File: config.mk
export PLATFORM = sky130hd
export DESIGN_NAME = instr_fetch
export DESIGN_NICKNAME = d
export VERILOG_FILES = /design/src/rtl/if_pkg.sv /design/src/rtl/fetch_fifo.sv /design/src/rtl/instr_fetch.sv
export SDC_FILE = /design/constraint.sdc
export NUM_CORES = 1
export LEC_CHECK = 0
export ABC_AREA = 1
export ABC_CLOCK_PERIOD_IN_PS = 5300
export CORE_MARGIN = 2
export CORE_UTILIZATION = 49
export DETAILED_ROUTE_END_ITERATION = 10
export HOLD_SLACK_MARGIN = 0.08
export PLACE_DENSITY = 0.8
export SYNTH_ARGS = -nofsm -noshare
export SYNTH_HDL_FRONTEND = slang
export SYNTH_SLANG_ARGS = --single-unit
File: constraint.sdc
create_clock -name clk -period 5.3 [get_ports clk]
set_input_delay 0.795 -clock clk [delete_from_list [all_inputs] [get_ports clk]]
set_output_delay 0.795 -clock clk [all_outputs]
set_load 0.02 [all_outputs]
File: src/rtl/if_pkg.sv
// Shared types for the instruction fetch stage: FSM states, queue entry layout
// and the word-alignment helper.
package if_pkg;

    localparam int IF_XLEN = 32;

    typedef enum logic [1:0] {
        IDLE,
        WAIT,
        DROP,
        FAULT
    } fetch_state_t;

    typedef struct packed {
        logic [IF_XLEN-1:0] pc;
        logic [IF_XLEN-1:0] instr;
    } fetch_entry_t;

    function automatic logic word_aligned(input logic [1:0] lsbs);
        return lsbs == 2'b00;
    endfunction

endpackage

File: src/rtl/fetch_fifo.sv
// Small synchronous FIFO holding fetched {pc, instr} pairs until decode takes them.
// The head entry is read straight from the storage registers.
module fetch_fifo
    import if_pkg::*;
#(
    parameter int DEPTH = 2,
    localparam int AW = $clog2(DEPTH),
    localparam int CW = AW + 1
) (
    input  logic                clk,
    input  logic                rst,
    input  logic                push,
    input  logic                pop,
    input  logic                clear,
    input  fetch_entry_t        push_data,
    output fetch_entry_t        head,
    output logic [CW-1:0]       count,
    output logic                full,
    output logic                empty
);

    fetch_entry_t    mem [DEPTH];
    logic [AW-1:0]   rd_ptr;
    logic [AW-1:0]   wr_ptr;
    logic            do_push;
    logic            do_pop;

    assign full    = (count == CW'(DEPTH));
    assign empty   = (count == '0);
    assign do_pop  = pop & ~empty;
    assign do_push = push & (~full | do_pop);
    assign head    = mem[rd_ptr];

    // Pointers wrap naturally because DEPTH is a power of two.
    always_ff @(posedge clk) begin
        if (rst || clear) begin
            rd_ptr <= '0;
            wr_ptr <= '0;
            count  <= '0;
        end else begin
            if (do_push) begin
                wr_ptr <= wr_ptr + AW'(1);
            end
            if (do_pop) begin
                rd_ptr <= rd_ptr + AW'(1);
            end
            case ({do_push, do_pop})
                2'b10:   count <= count + CW'(1);
                2'b01:   count <= count - CW'(1);
                default: count <= count;
            endcase
        end
    end

    always_ff @(posedge clk) begin
        if (do_push) begin
            mem[wr_ptr] <= push_data;
        end
    end

endmodule

File: src/rtl/instr_fetch.sv
// Fetch stage: issues one outstanding word read per PC, pairs each response with
// its captured PC, queues it for decode, and discards in-flight work on redirect.
module instr_fetch
    import if_pkg::*;
#(
    parameter int XLEN  = 32,
    parameter int DEPTH = 2
) (
    input  logic            clk,
    input  logic            rst,
    input  logic [XLEN-1:0] pc_in,
    output logic            pc_en,
    input  logic            flush,
    output logic            imem_req_valid,
    output logic [XLEN-1:0] imem_req_addr,
    input  logic            imem_req_ready,
    input  logic            imem_resp_valid,
    input  logic [XLEN-1:0] imem_resp_data,
    output logic            if_valid,
    output logic [XLEN-1:0] if_instr,
    output logic [XLEN-1:0] if_pc,
    input  logic            if_ready,
    output logic            fault
);

    localparam int CW = $clog2(DEPTH) + 1;

    fetch_state_t    state;
    logic [XLEN-1:0] cap_pc;

    logic [CW-1:0]   count;
    logic            full;
    logic            empty;
    fetch_entry_t    head;
    fetch_entry_t    push_entry;

    logic            aligned;
    logic            resp_in_wait;
    logic            room;
    logic            issue_ok;
    logic            misaligned;
    logic            push;
    logic            pop;

    // Pops in the current cycle are deliberately not credited, so room is judged
    // on the registered count; a response landing this cycle needs its own slot.
    assign aligned      = word_aligned(pc_in[1:0]);
    assign resp_in_wait = (state == WAIT) & imem_resp_valid;
    assign room         = ((state == IDLE) & ~full)
                        | (resp_in_wait & ((count + CW'(1)) < CW'(DEPTH)));
    assign issue_ok     = room & ~flush & ~rst;

    assign imem_req_valid = issue_ok & aligned;
    assign misaligned     = issue_ok & ~aligned;
    assign imem_req_addr  = pc_in;
    assign pc_en          = imem_req_valid & imem_req_ready;

    assign push       = resp_in_wait & ~flush;
    assign pop        = if_valid & if_ready & ~flush;
    assign push_entry = '{pc: cap_pc, instr: imem_resp_data};

    assign if_valid = ~empty;
    assign if_instr = head.instr;
    assign if_pc    = head.pc;

    fetch_fifo #(
        .DEPTH (DEPTH)
    ) u_fifo (
        .clk       (clk),
        .rst       (rst),
        .push      (push),
        .pop       (pop),
        .clear     (flush),
        .push_data (push_entry),
        .head      (head),
        .count     (count),
        .full      (full),
        .empty     (empty)
    );

    // Flush outranks everything; an outstanding request without its response
    // yet must still be drained, which is what DROP remembers.
    always_ff @(posedge clk) begin
        if (rst) begin
            state  <= IDLE;
            fault  <= 1'b0;
            cap_pc <= '0;
        end else begin
            if (pc_en) begin
                cap_pc <= pc_in;
            end
            if (flush) begin
                fault <= 1'b0;
                case (state)
                    WAIT:    state <= imem_resp_valid ? IDLE : DROP;
                    DROP:    state <= imem_resp_valid ? IDLE : DROP;
                    default: state <= IDLE;
                endcase
            end else begin
                case (state)
                    IDLE: begin
                        if (pc_en) begin
                            state <= WAIT;
                        end else if (misaligned) begin
                            state <= FAULT;
                            fault <= 1'b1;
                        end
                    end
                    WAIT: begin
                        if (imem_resp_valid) begin
                            if (pc_en) begin
                                state <= WAIT;
                            end else if (misaligned) begin
                                state <= FAULT;
                                fault <= 1'b1;
                            end else begin
                                state <= IDLE;
                            end
                        end
                    end
                    DROP: begin
                        if (imem_resp_valid) begin
                            state <= IDLE;
                        end
                    end
                    FAULT: begin
                        state <= FAULT;
                    end
                    default: begin
                        state <= IDLE;
                    end
                endcase
            end
        end
    end

endmodule
==> impl_metrics.yaml, run 1 <==
run_status:
  outcome: "complete, no violations"
critical_path:
  max_stage_delay_ps: 720
  required_ps: 4510
  crit_chain: "clkdlybuf4s50_1 > nor2_4 > inv_2 > a21oi_4 > inv_2 > nor2_4 > nand2_4 > clkinv_2 > clkdlybuf4s50_1"
  reg2regPathDepth: 8
  endpoint_kind: "output port"
  crit_path_top_delay_cell: "clkdlybuf4s50_1"
  regToRegStartpoint: "u_fifo.count[1]"
  crit_start: "flush"
  cp_data_arrival_time_ps: 3380
  crit_fanout: 33
  cp-start-kind: "input port"
  worstSetupPathType: "in2out"
logic_synthesis:
  synth_nets: 531
  synth-compound-area-share_pct: 3.772
  synth.yosys.seq_area_share_pct: 71.07
  yosysWarnings: 0
  synth_xor_area_share_pct: 0.1340
  synthDistinctLibCells: 23
  muxShareOfSynthArea_pct: 11.03
  syn_inst: 453
  yosys.area_share.simple_pct: 6.050
  synth_top_family_by_area: "multiplexers"
  syn_avg_cell_area_sq_um: 14.43
  yosys_register_bits: 168
  synthAdderAreaFrac_pct: 1.532
  synth_area_sq_um: 6535
global_routing:
  grt_max_degree: 42
  antenna_found_initial: 0
  grtUsageTotal_pct: 18.06
  grt_pass1_wl_um: 20040
  grt_pass1_vias: 4091
  overflow: 0
routing:
  viasPerCell: 5.053
  wire_per_inst_um: 16.20
  ant_nets: 0
  dr.first_iter.drc_count: 372
  drtPass1Iterations: 5
  drc: 0
  vias: 3982
  drt-total-wl_um: 12770
sta:
  fin_skew_ps: 6.698
  setup_viol: 0
  setup_ws_ps: 1130
  hold_viol_final: 0
  worst_slew_margin_rel_pct: 31.16
  fin_crit_sh_pct: 78.69
  tightestPinTransition_ps: 1033
  post-route-min-period_ps: 4170
  slew_violations: 0
  fmax_ghz: 0.2398
  rsz0062_at_grt: "false"
  setup_tns_ps: 0
placed_design:
  port-buffer-count: 169
  dp_hpwl_um: 8454
  placed_cell_area_sq_um: 8177
  dp_slack_ps: 1143
  place.gp.congestion: 0.8154
  placedCellCount: 756
hold_path:
  min_delay_path_depth: 0
  hold_class: "reg2reg"
  min_from: "cap_pc[18]"
cts:
  insertion_delay_ps: 410
  postCtsHoldBufs: 0
  cts_setup_buffers: 0
  cts_tree: "yes"
  cts_root_buf: "clkbuf_16"
  clockBufferDepth: 2
  numCtsBuffers: 17
  clkTransAtPathRegs_ps: 60
  cts.sinks: 168
  cts_resized: 0
  htree_levels: 4
die:
  core_sq_um: 13140
  die_x_um: 119.5
  rows: 42
  start_util_pct: 49.74
  fp.dieH_um: 119.5
  pin_count: 170
  die_area_sq_um: 14280
power:
  p_comb_share_pct: 6.9
  pwr-share-seq_pct: 50.4
  powerDensity_nw_per_um2: 323.3
  p_leak_nw: 3.156
  vdd_drop_max_v: 0.0002191
  intPower_mw: 2.260
  swShare_pct: 20.24
  p_clk_share_pct: 42.6
  switchingPower_mw: 0.5736
final_layout:
  area_growth_syn_to_layout_pct: 34.10
  finalNetCount: 677
  fin_cells: 788
  fin_area_sq_um: 8763
  fillers: 951
  final_common_cell: "clkdlybuf4s50_1"
  mostFrequentLayoutCells: "169 x clkdlybuf4s50_1, 128 x edfxtp_1, 73 x nand2_1"
  layout-drive-gt1-share_pct: 17.65
  diodes: 0
job:
  cap_violations: 0
## critical path, delay by kind of cell
family	cells	cell delay (ps)
buf+inv	5	1830
simple gates	3	580
compound gates	1	150
## path summary, 6_finish.rpt
| kind | slack (ps) | endpoint |
|---|---|---|
| setup / recovery | 1130 | pc_en |
| hold / removal | 450 | u_fifo.mem[1][50] |
| setup reg to reg | 2730 | u_fifo.mem[0][53] |
| hold reg to reg | 450 | u_fifo.mem[1][50] |
## cell families after synthesis
family / Yosys count
buffers and inverters: 71
flip-flops: 168
adder cells (fa/ha/maj): 8
multiplexers: 64
XOR/XNOR: 1
AO/OA/AOI/OAI: 46
AND/OR/NAND/NOR: 95
## per-layer routing
metal / part of all wire (%) / track usage, %
met5: 0 / 0
met4: 1.0 / 5.074
met3: 5.4 / 4.454
met2: 52 / 31.64
met1: 42 / 22.23
## per-stage QoR
stage                     power (mW)  hold WS [ps]  util (%)
after floorplan                1.556         425.9         -
after global placement         1.645         430.0     62.24
after detailed placement       1.652         439.0     62.24
after CTS                      2.855         450.8     66.70
after global routing           2.918         460.1     66.70
final                          2.833         451.1     66.70
## layout make-up
cell class	instances	area, sq um	area share (%)
Multi-Input combinational cell	214	1486	16.96
Sequential cell	168	4646	53.01
Inverter	23	87.58	0.9994
Clock buffer	19	432.9	4.940
Tap cell	176	220.2	2.513
Timing Repair Buffer	175	1737	19.82
Clock inverter	13	153.9	1.756
## cell usage after synthesis, drive strengths merged
cell type / instances / share of area, %
mux2: 64 / 11
dfxtp: 40 / 12
xor2: 1 / 0.13
nor2: 10 / 0.80
edfxtp: 128 / 59
nand4: 2 / 0.19
o211ai: 1 / 0.11
clkinv: 1 / 0.077
o21ai: 7 / 0.54
nand2: 74 / 4.4
nand3: 9 / 0.69
a21boi: 1 / 0.11
inv: 22 / 1.3
ha: 8 / 1.5
clkbuf: 6 / 0.34
a21oi: 37 / 3.0
buf: 42 / 4.7
## power groups by stage
stage / logic (mW) / registers, mW / clock network (mW)
5_1_grt: 0.211 / 1.43 / 1.28
6_report: 0.197 / 1.43 / 1.21
3_3_place_gp: 0.190 / 1.46 / 0
3_5_place_dp: 0.195 / 1.46 / 0
4_1_cts: 0.197 / 1.43 / 1.23
2_1_floorplan: 0.100 / 1.46 / 0
## sequential cells by signal, indices dropped and copies added, names as in the netlist, named ones only
| signal | count |
|---|---|
| state | 2 |
| fault | 1 |
| u_fifo.rd_ptr | 1 |
| u_fifo.mem | 128 |
| u_fifo.count | 2 |
| cap_pc | 32 |
| u_fifo.wr_ptr | 1 |
Power figures use the tool's default switching activity.
==> run 2, diff against run 1 <==
- ABC_CLOCK_PERIOD_IN_PS: 5300 -> 3770
- CORE_UTILIZATION: 49 -> 44
- PLACE_DENSITY: 0.8 -> 0.76
- clock period: 5.3 -> 3.77 ns (I/O delays scaled with it)
==> impl_metrics.yaml, run 2 (synthesis gave the netlist of run 1 again) <==
run_status:
  outcome: "complete, no violations"
final_layout:
  diodes: 0
  final_common_cell: "clkdlybuf4s50_1"
  fin_cells: 799
  finalNetCount: 680
  area_growth_syn_to_layout_pct: 34.71
  layout-drive-gt1-share_pct: 18.37
  largest_reg_flops: 128
  largestRegisters: "u_fifo.mem (128), cap_pc (32)"
  mostFrequentLayoutCells: "169 x clkdlybuf4s50_1, 128 x edfxtp_1, 73 x nand2_1"
  regMostFlops: "u_fifo.mem"
power:
  powerDensity_nw_per_um2: 455.3
  p_leak_nw: 3.182
  total_power_mw: 4.009
  vdd_drop_max_v: 0.0002755
routing:
  highest_layer: "met4"
  drt-total-wl_um: 13000
  ant_nets: 0
  wl_met2_um: 6330
  wl_met3_um: 747
  drc: 0
  wl_met1_um: 5773
  vias: 3946
  viasPerCell: 4.939
  dr.first_iter.drc_count: 248
  drtPass1Iterations: 4
  wire_per_inst_um: 16.28
critical_path:
  max_stage_delay_ps: 690
  crit_family: "buffers and inverters"
  reg2reg_to: "u_fifo.mem[1][53]"
  regToRegStartpoint: "state[1]"
  endpoint_kind: "output port"
  required_ps: 3200
  reg2regPathDepth: 7
  r2r_setup_slack_ps: 1170
  cp_data_arrival_time_ps: 2570
  endpoint: "pc_en"
  worstSetupPathType: "in2out"
  cp.depth: 9
  crit_chain: "clkdlybuf4s50_1 > nor2_4 > inv_2 > a21oi_4 > inv_2 > nor2_4 > nand2_4 > clkinv_2 > clkdlybuf4s50_1"
  crit_path_top_delay_cell: "clkdlybuf4s50_1"
  cp_num_buf_inv: 5
  crit_fanout: 7
  cp-start-kind: "input port"
  crit_start: "flush"
sta:
  hold_viol_final: 0
  holdWs_ps: 451.7
  rsz0062_at_grt: "false"
  fin_crit_sh_pct: 83.27
  worst_slew_margin_rel_pct: 39.10
  fmax_ghz: 0.3185
  post-route-min-period_ps: 3139
  tightestPinTransition_ps: 903.9
  setup_ws_ps: 630.8
  fin_skew_ps: 11.12
  slew_violations: 0
  setup_viol: 0
cts:
  cts_setup_buffers: 0
  postCtsHoldBufs: 0
  clockBufferDepth: 2
  insertion_delay_ps: 410
  cts_tree: "yes"
  cts.sinks: 168
  cts_resized: 0
  numCtsBuffers: 17
  cts_root_buf: "clkbuf_16"
  htree_levels: 4
  clkTransAtPathRegs_ps: 60
placed_design:
  port-buffer-count: 169
  dp_slack_ps: 659.0
  dp_hpwl_um: 8597
  placedCellCount: 767
  place.gp.congestion: 0.7837
job:
  cap_violations: 0
global_routing:
  grtUsageTotal_pct: 16.30
  grt_pass1_vias: 3952
  grt_pass1_wl_um: 20270
  overflow: 0
  grt_max_degree: 34
  antenna_found_initial: 0
die:
  die_x_um: 125.9
  core_sq_um: 14530
  start_util_pct: 44.96
  fp.dieH_um: 125.9
  pin_count: 170
  rows: 44
  die_area_sq_um: 15840
hold_path:
  min_from: "cap_pc[23]"
  hold_class: "reg2reg"
==> run 2: worst register-to-register path: cells and delay by family (launching register included) <==
kind	cells	cell delay, ps
buffers and inverters	2	590
adders and majority gates	1	280
DFF	1	330
and+or+nand+nor	3	720
AOI/OAI and AO/OA	1	320
==> run 2: how the worst min path moves through the flow <==
| stage | endpoint | cells after the start |
|---|---|---|
| final | u_fifo.mem[1][55] | 0 |
| after global routing | u_fifo.mem[0][45] | 0 |
| after CTS | u_fifo.mem[0][45] | 0 |
| after detailed placement | u_fifo.mem[1][47] | 0 |
| after global placement | u_fifo.mem[0][63] | 0 |
| after floorplan | u_fifo.mem[0][34] | 0 |
==> run 2: area by class of cell <==
type / instances / area [sq um]
fill: 1105 / 5731
tap: 184 / 230.2
clock inverter: 12 / 136.4
inverter: 23 / 87.58
multi-input combinational: 214 / 1486
sequential: 168 / 4646
clock buffer: 20 / 457.9
timing repair buffer: 178 / 1759
==> run 2: per-stage QoR <==
stage                     util [%]  TNS (ps)  instance area [sq um]
final                        60.57         0                   8803
after global routing         60.57         0                   8803
after CTS                    60.57         0                   8803
after detailed placement     56.48         0                   8209
after global placement       56.48         0                   8209
after floorplan                  -    -68780                   6535
==> run 2: routing by layer <==
layer	up-vias	global-route usage (%)
met5	-	0
met4	0	5.042
met3	14	4.715
met2	141	26.90
met1	1913	21.01
li1	1878	-
==> run 2: where the power goes <==
group          internal, mW  switching [mW]  leakage (nW)  total [mW]
Combinational         0.141           0.139          1.28       0.280
Sequential             2.00         0.00847          1.61        2.01
Clock                  1.03           0.695         0.294        1.72
Total                  3.17           0.842          3.18        4.01
==> run 3, diff against run 2 <==
- ABC_CLOCK_PERIOD_IN_PS: 3770 -> 3000
- CORE_UTILIZATION: 44 -> 49
- PLACE_DENSITY: 0.76 -> 0.8
- clock period: 3.77 -> 3 ns (I/O delays scaled with it)
==> impl_metrics.yaml, run 3 (synthesis gave the netlist of run 1 again) <==
run_status:
  outcome: "complete, no violations"
die:
  die_area_sq_um: 14280
  pin_count: 170
  core_sq_um: 13140
  start_util_pct: 49.74
  rows: 42
  die_x_um: 119.5
  fp.dieH_um: 119.5
routing:
  drc: 0
  drtPass1Iterations: 5
  drt-total-wl_um: 13050
  wire_per_inst_um: 16.45
  viasPerCell: 4.974
  dr.first_iter.drc_count: 330
  ant_nets: 0
  vias: 3944
critical_path:
  crit_chain: "inv_1 > ha_1 > inv_1 > nand3_1 > a21oi_4 > inv_2 > nor2_4 > nand2_4 > clkinv_2 > clkdlybuf4s50_1"
  cp_data_arrival_time_ps: 2420
  crit_fanout: 3
  crit_family: "buffers and inverters"
  crit_top_cell: "inv_1"
  crit_path_top_delay_cell: "clkdlybuf4s50_1"
  cp_num_buf_inv: 5
  cp-start-kind: "flop"
  required_ps: 2550
  worstSetupPathType: "reg2out"
  max_stage_delay_ps: 600
  endpoint_kind: "output port"
final_layout:
  finalNetCount: 682
  largest_reg_flops: 128
  diodes: 0
  final_common_cell: "clkdlybuf4s50_1"
  area_growth_syn_to_layout_pct: 35.52
  fillers: 954
  regMostFlops: "u_fifo.mem"
  mostFrequentLayoutCells: "169 x clkdlybuf4s50_1, 128 x edfxtp_1, 73 x nand2_1"
  layout-drive-gt1-share_pct: 18.64
  largestRegisters: "u_fifo.mem (128), cap_pc (32)"
cts:
  cts_root_buf: "clkbuf_16"
  cts_tree: "yes"
  clockBufferDepth: 2
  cts_setup_buffers: 0
  cts_resized: 0
  insertion_delay_ps: 410
  postCtsHoldBufs: 0
  clkTransAtPathRegs_ps: 60
  numCtsBuffers: 17
  cts.sinks: 168
  htree_levels: 4
sta:
  setup_viol: 0
  slew_violations: 0
  holdWs_ps: 450.6
  hold_viol_final: 0
  fmax_ghz: 0.3487
  worst_slew_margin_rel_pct: 67.24
  fin_crit_sh_pct: 95.58
  post-route-min-period_ps: 2867
  setup_ws_ps: 132.6
  tightestPinTransition_ps: 491.3
  rsz0062_at_grt: "false"
  fin_skew_ps: 6.932
global_routing:
  grt_pass1_wl_um: 20440
  grt_busiest_layer: "met2"
  overflow: 0
  grt_max_degree: 42
  grtUsageTotal_pct: 18.91
  gr-usage-met1_pct: 21.97
  antenna_found_initial: 0
  grtUsageMet2_pct: 32.36
  use_met3_pct: 6.513
  grt_pass1_vias: 4076
power:
  powerDensity_nw_per_um2: 571.9
  p_leak_nw: 3.193
  vdd_drop_max_v: 0.0002834
job:
  cap_violations: 0
placed_design:
  dp_hpwl_um: 8531
  port-buffer-count: 169
  place.gp.congestion: 0.8888
  dp_slack_ps: 216.0
hold_path:
  hold_class: "reg2reg"
run 3: cell types whose count changed in the layout (fill, tap and decap cells not counted), sizes merged:
| cell | previous run | this run |
|---|---|---|
| clkinv | 3 | 6 |
| inv | 29 | 25 |
| buf | 9 | 11 |
| bufinv | 2 | 3 |
| clkbuf | 20 | 18 |
| clkinvlp | 1 | 3 |
run 3: final timing paths:
path	cells after the start	start	slack [ps]	to
worst max-delay path	10	u_fifo.count[1]	130	pc_en
worst min-delay path	0	cap_pc[21]	450	u_fifo.mem[1][53]
worst max register to register	12	u_fifo.count[1]	930	cap_pc[14]
worst min register to register	0	cap_pc[21]	450	u_fifo.mem[1][53]
run 3: layout make-up:
| cell class | instances | area [sq um] | share of cell area (%) |
|---|---|---|---|
| multi-input cells | 214 | 1486 | 16.78 |
| clock buffers | 18 | 429.2 | 4.846 |
| repair buffers | 180 | 1812 | 20.46 |
| clock inverters | 14 | 172.7 | 1.950 |
| inverters | 23 | 87.58 | 0.9890 |
| flip-flops and latches | 168 | 4648 | 52.49 |
| well taps | 176 | 220.2 | 2.487 |
run 3: worst reg2reg max path: stages, from the launching register on:
cell	delay (ps)
dfxtp_1	350
inv_1	70
ha_1	310
inv_1	80
nand3_1	130
a21oi_4	190
inv_2	60
nor2_4	100
nand2_4	60
clkinv_2	60
buf_4	310
nand2_1	110
a21oi_1	160
run 3: power breakdown:
group,internal (mW),switching (mW)
clock network,1.32,0.874
registers,2.51,0.0111
logic,0.180,0.174
run 3: layer usage:
metal	vias up	share of wire, %
li1	1878	-
met1	1916	41
met2	138	51
met3	12	6.2
met4	0	1.4
met5	-	0
run 3: metrics by stage:
stage	power, mW	cells	cell area, sq um	setup TNS (ps)	utilization [%]
floorplan	2.748	453	6540	-34740	-
global placement	2.909	761	8254	0	62.83
detailed placement	2.922	761	8254	0	62.83
CTS	5.098	793	8856	0	67.41
global route	5.230	793	8856	0	67.41
finish	5.065	793	8856	0	67.41
